--- src/rtl/exp5_pkg.sv ---
// Shared definitions for the memory-game control unit: state codes and defaults.
package exp5_pkg;

    // Default number of cycles a player may wait in espera before losing.
    localparam int unsigned TIMEOUT_CICLOS_DEF = 5000;

    // State codes double as the debug display value on db_estado.
    typedef enum logic [3:0] {
        st_inicial        = 4'h0,
        st_preparacao     = 4'h1,
        st_inicia_rodada  = 4'h2,
        st_espera         = 4'h3,
        st_registra       = 4'h4,
        st_comparacao     = 4'h5,
        st_proximo        = 4'h6,
        st_proxima_rodada = 4'h7,
        st_fim_acertou    = 4'hA,
        st_fim_errou      = 4'hB,
        st_fim_timeout    = 4'hC
    } estado_t;

    // Debug code shown when the state register holds an unassigned code.
    localparam logic [3:0] DB_ILEGAL = 4'hF;

endpackage

--- src/rtl/edge_detector.sv ---
// Rising-edge detector: one-cycle pulse when sinal goes from 0 to 1.
module edge_detector (
    input  logic clock,
    input  logic reset,
    input  logic sinal,
    output logic pulso
);

    logic sinal_q;
    logic sinal_d;

    // Previous-cycle copy of the input and the resulting edge pulse.
    always_comb begin
        sinal_d = sinal;
        pulso   = sinal & ~sinal_q;
    end

    // Delay flop, cleared by synchronous reset.
    always_ff @(posedge clock) begin
        if (reset) begin
            sinal_q <= 1'b0;
        end else begin
            sinal_q <= sinal_d;
        end
    end

endmodule

--- src/rtl/exp5_unidade_controle.sv ---
// Moore control unit for the rounds-based memory game; drives datapath strobes.
module exp5_unidade_controle
    import exp5_pkg::*;
#(
    parameter int unsigned TIMEOUT_CICLOS = TIMEOUT_CICLOS_DEF,
    parameter int unsigned TW             = $clog2(TIMEOUT_CICLOS)
) (
    input  logic       clock,
    input  logic       reset,
    input  logic       iniciar,
    input  logic       jogada,
    input  logic       igual,
    input  logic       fimE,
    input  logic       fimL,
    output logic       zeraE,
    output logic       contaE,
    output logic       zeraL,
    output logic       contaL,
    output logic       zeraR,
    output logic       registraR,
    output logic       acertou,
    output logic       errou,
    output logic       timeout,
    output logic       pronto,
    output logic [3:0] db_estado
);

    estado_t         estado_q;
    estado_t         estado_d;
    logic [TW-1:0]   tmo_cnt_q;
    logic [TW-1:0]   tmo_cnt_d;
    logic            jp;
    logic            tmo_max;
    logic            tmo;

    // Button presses are reduced to a single-cycle pulse; a held button never repeats.
    edge_detector u_edge_jogada (
        .clock (clock),
        .reset (reset),
        .sinal (jogada),
        .pulso (jp)
    );

    // Per-play timeout counter: cleared before each wait, saturates at the limit.
    always_comb begin
        tmo_max   = (tmo_cnt_q == TW'(TIMEOUT_CICLOS - 1));
        tmo       = tmo_max && (estado_q == st_espera);
        tmo_cnt_d = tmo_cnt_q;
        case (estado_q)
            st_preparacao, st_inicia_rodada, st_proximo: tmo_cnt_d = '0;
            st_espera: begin
                if (!tmo_max) begin
                    tmo_cnt_d = tmo_cnt_q + TW'(1);
                end
            end
            default: tmo_cnt_d = tmo_cnt_q;
        endcase
    end

    // Next-state logic and Moore outputs; unassigned codes fall back to inicial.
    always_comb begin
        estado_d  = st_inicial;
        zeraE     = 1'b0;
        contaE    = 1'b0;
        zeraL     = 1'b0;
        contaL    = 1'b0;
        zeraR     = 1'b0;
        registraR = 1'b0;
        acertou   = 1'b0;
        errou     = 1'b0;
        timeout   = 1'b0;
        pronto    = 1'b0;
        db_estado = DB_ILEGAL;
        case (estado_q)
            st_inicial: begin
                zeraE     = 1'b1;
                zeraL     = 1'b1;
                zeraR     = 1'b1;
                db_estado = estado_q;
                estado_d  = iniciar ? st_preparacao : st_inicial;
            end
            st_preparacao: begin
                zeraE     = 1'b1;
                zeraL     = 1'b1;
                zeraR     = 1'b1;
                db_estado = estado_q;
                estado_d  = st_inicia_rodada;
            end
            st_inicia_rodada: begin
                zeraE     = 1'b1;
                db_estado = estado_q;
                estado_d  = st_espera;
            end
            st_espera: begin
                db_estado = estado_q;
                if (jp) begin
                    estado_d = st_registra;
                end else if (tmo) begin
                    estado_d = st_fim_timeout;
                end else begin
                    estado_d = st_espera;
                end
            end
            st_registra: begin
                registraR = 1'b1;
                db_estado = estado_q;
                estado_d  = st_comparacao;
            end
            st_comparacao: begin
                db_estado = estado_q;
                if (!igual) begin
                    estado_d = st_fim_errou;
                end else if (!fimE) begin
                    estado_d = st_proximo;
                end else if (!fimL) begin
                    estado_d = st_proxima_rodada;
                end else begin
                    estado_d = st_fim_acertou;
                end
            end
            st_proximo: begin
                contaE    = 1'b1;
                db_estado = estado_q;
                estado_d  = st_espera;
            end
            st_proxima_rodada: begin
                contaL    = 1'b1;
                db_estado = estado_q;
                estado_d  = st_inicia_rodada;
            end
            st_fim_acertou: begin
                pronto    = 1'b1;
                acertou   = 1'b1;
                db_estado = estado_q;
                estado_d  = iniciar ? st_preparacao : st_fim_acertou;
            end
            st_fim_errou: begin
                pronto    = 1'b1;
                errou     = 1'b1;
                db_estado = estado_q;
                estado_d  = iniciar ? st_preparacao : st_fim_errou;
            end
            st_fim_timeout: begin
                pronto    = 1'b1;
                timeout   = 1'b1;
                db_estado = estado_q;
                estado_d  = iniciar ? st_preparacao : st_fim_timeout;
            end
            default: begin
                db_estado = DB_ILEGAL;
                estado_d  = st_inicial;
            end
        endcase
    end

    // State and timeout-counter registers with synchronous reset.
    always_ff @(posedge clock) begin
        if (reset) begin
            estado_q  <= st_inicial;
            tmo_cnt_q <= '0;
        end else begin
            estado_q  <= estado_d;
            tmo_cnt_q <= tmo_cnt_d;
        end
    end

endmodule

--- config.mk ---
export PLATFORM = sky130hd
export DESIGN_NAME = exp5_unidade_controle
export DESIGN_NICKNAME = d
export VERILOG_FILES = /design/src/rtl/exp5_pkg.sv /design/src/rtl/edge_detector.sv /design/src/rtl/exp5_unidade_controle.sv
export SDC_FILE = /design/constraint.sdc
export NUM_CORES = 1
export LEC_CHECK = 0
export CAP_MARGIN = 20
export CORE_MARGIN = 2
export CORE_UTILIZATION = 30
export CTS_CLUSTER_SIZE = 10
export DETAILED_ROUTE_END_ITERATION = 8
export GPL_ROUTABILITY_DRIVEN = 0
export GPL_TIMING_DRIVEN = 1
export PLACE_DENSITY = 0.49
export SETUP_SLACK_MARGIN = 0.05
export SLEW_MARGIN = 10
export SYNTH_ARGS = -nofsm -noshare
export SYNTH_HDL_FRONTEND = slang
export SYNTH_SLANG_ARGS = --single-unit
--- constraint.sdc ---
create_clock -name clock -period 3.9 [get_ports clock]
set_clock_uncertainty 0.1 [all_clocks]
set_input_delay 0.975 -clock clock [delete_from_list [all_inputs] [get_ports clock]]
set_output_delay 0.975 -clock clock [all_outputs]
set_load 0.01 [all_outputs]
==> reports/summary.txt <==
# DRC: 0
Fin Setup TNS: 0 ns
Post-synthesis cell area: 1220 um2
Hold_buf cts: 0
Maximum vdd ir drop: 0.150 mV
Adder-cell share of the synthesized area: 0.0102
Leading area contributor after synthesis: dfxtp_1
Crit path cell chain: nor3b_1 -> a21oi_1 -> nor2b_1 -> clkdlybuf4s50_1
Vias in the first global route: 1,094
Synth unique cells: 46
Max-slew violation count: 0
CP max FO: 14
Number of synthesized flops with an enable pin: 0
ANT nets after route: 0
Period minus WS final: 3.04 ns
R2R Path End: estado_q[1]
Crit path DAT: 1.97 ns
Reg clk slew, reported paths: 0.07 ns
Chip Height: 67.9 um
Net count after synthesis: 157
Top_reg_cell synth: dfxtp_1
First-pass GRT wire length: 5040 um
Grt total ovfl: 0
Hold_sp: tmo_cnt_q[12]
Post-CTS Setup Inserts: 0
Die Wd: 67.9 um
Sequential area share after synthesis: 0.294
Synth top area cells: dfxtp_1, a21oi_2, nand2b_1
Worst Hold End: tmo_cnt_q[12]
Via count: 1,119
Diode count: 0
CP endpoint kind: output pin
Status: finished, final reports clean
Yosys top cell area share: 0.294
Max frequency: 0.329 GHz
Kind of critical path: reg -> out
Tot Pwr: 400 uW
PortBufs: 20
Biggest cell delay along the critical path: 0.56 ns
CTS buffer count: 3
Setup violators final: 0
Htree depth: 1
Slowest-stage cell, CP: dfxtp_1
FF+latch count, synth: 18
Main combinational cell family by area after synthesis: simple AND/OR/NAND/NOR gates
Maximum clock path buffer count: 2
Initial core utilization: 0.308
R2R Path Start: tmo_cnt_q[3]
Worst-case reg-to-reg path depth: 4
Most common library cells after synthesis: dfxtp_1, nand2_1, nand2b_1
MaxCap Viol Count: 0
Hold Path Class: reg -> reg
FF-to-FF setup slack: 1.51 ns
Cell count after synthesis: 149
Nets@finish: 172
Starting DRT DRC Count: 53
Drt first pass iters: 4
Post-cts sizing count: 0
Largest net degree at the start of global routing: 25
Clk sinks: 18
Final hold vios: 0
Fin crit share: 0.780
Worst Hold Depth: 2
RSZ-0062 raised after global routing: false
Type of origin of the critical path: flip-flop
CP bufs+invs: 1
Post-Synth XOR/XNOR Area: 0.0143
WP data required: 2.82 ns
Boundary pin count: 21
Total core area: 3970 um2
Post-Synth Simple-Gate Area: 0.357
WP depth: 4
Initial antenna violation count: 0
Layout cells sized above 1: 0.142
Slew @ Worst Pin: 0.933 ns
Slew headroom: 0.378
Post-DP HPWL: 2190 um
Root Driver: clkbuf_8
GRT Util Overall: 0.143
Multiplexer share of the synthesized area: 0
Layout area overhead: 19.5%
P_leak: 0.426 nW
CTS tree: built
Post-synth ARST share: 0
Most common cell in the netlist: dfxtp_1
DR vias/cell: 5.28
Std cell rows: 23
Number of warnings issued by yosys: 0
Die ar.: 4610 um2
WL/cell: 13.9 um
Power Dens Cells: 273 nW/um2
Clock Latency Late Sink: 0.25 ns
Syn_area_per_cell: 8.21 um2
WL final: 2950 um
Synth Area in Compound Gates: 0.262
Delay-heaviest family, CP: flip-flops
-- worst register-to-register path, delay by kind of cell, from the launching register on --
kind	cells	cell delay (ns)
compound gates	2	1.15
flops	1	0.38
simple gates	2	0.66
-- layout by cell type, fill, tap and decap left out, drive strengths merged, types with 4 or more instances in the layout --
cell type and count:
nand2b 10, o31ai 8, nand3 6, and2 4, nor2 9, nand2 11, or3 4, o21ai 5
clkdlybuf4s50 20, or4 9, dfxtp 18, a21oi 17
-- kinds of logic after synthesis --
| family | Yosys count |
|---|---|
| buffers and inverters | 13 |
| DFF | 18 |
| adders and majority gates | 1 |
| xor gates and xnor gates | 2 |
| AOI/OAI and AO/OA | 44 |
| and+or+nand+nor | 71 |
-- flip-flops by register name (all words and copies together) (netlist names) --
name / cells
tmo_cnt_q: 13
u_edge_jogada.sinal_q: 1
estado_q: 4
-- where the power goes --
part / switching [mW] / internal [mW]
combinational: 0.0362 / 0.0337
clock: 0.0624 / 0.0687
sequential: 0.0111 / 0.187
-- layout make-up --
cell class                      count  area [um2]
Clock buffer                        3        41.3
Inverter                            3        11.3
Tap cell                           50        62.6
Timing Repair Buffer               20         200
Sequential cell                    18         360
Fill cell                         431        2510
Multi-Input combinational cell    118         787
-- per-stage QoR --
stage / setup slack [ns] / hold WS (ns) / area [um2] / cells / util
3_5_place_dp: 1.13 / 0.383 / 1420 / 209 / 0.358
2_1_floorplan: 1.56 / 0.356 / 1220 / 149 / -
5_1_grt: 0.646 / 0.421 / 1460 / 212 / 0.368
3_3_place_gp: 1.21 / 0.367 / 1420 / 209 / 0.358
4_1_cts: 0.842 / 0.392 / 1460 / 212 / 0.368
6_report: 0.860 / 0.388 / 1460 / 212 / 0.368
-- worst max path at each step --
stage / start / end / slack (ns)
finish: estado_q[2] / pronto / 0.86
detailed placement: estado_q[2] / pronto / 1.13
global placement: estado_q[2] / pronto / 1.21
floorplan: estado_q[3] / zeraR / 1.56
global route: estado_q[2] / pronto / 0.65
CTS: estado_q[2] / pronto / 0.84
-- per-layer routing --
layer  global-route usage  share of wire
met5                    0              0
met1                0.178           0.48
met2                0.255           0.49
met3               0.0247          0.022
met4               0.0375         0.0095
(Power assumes the default switching activity.)
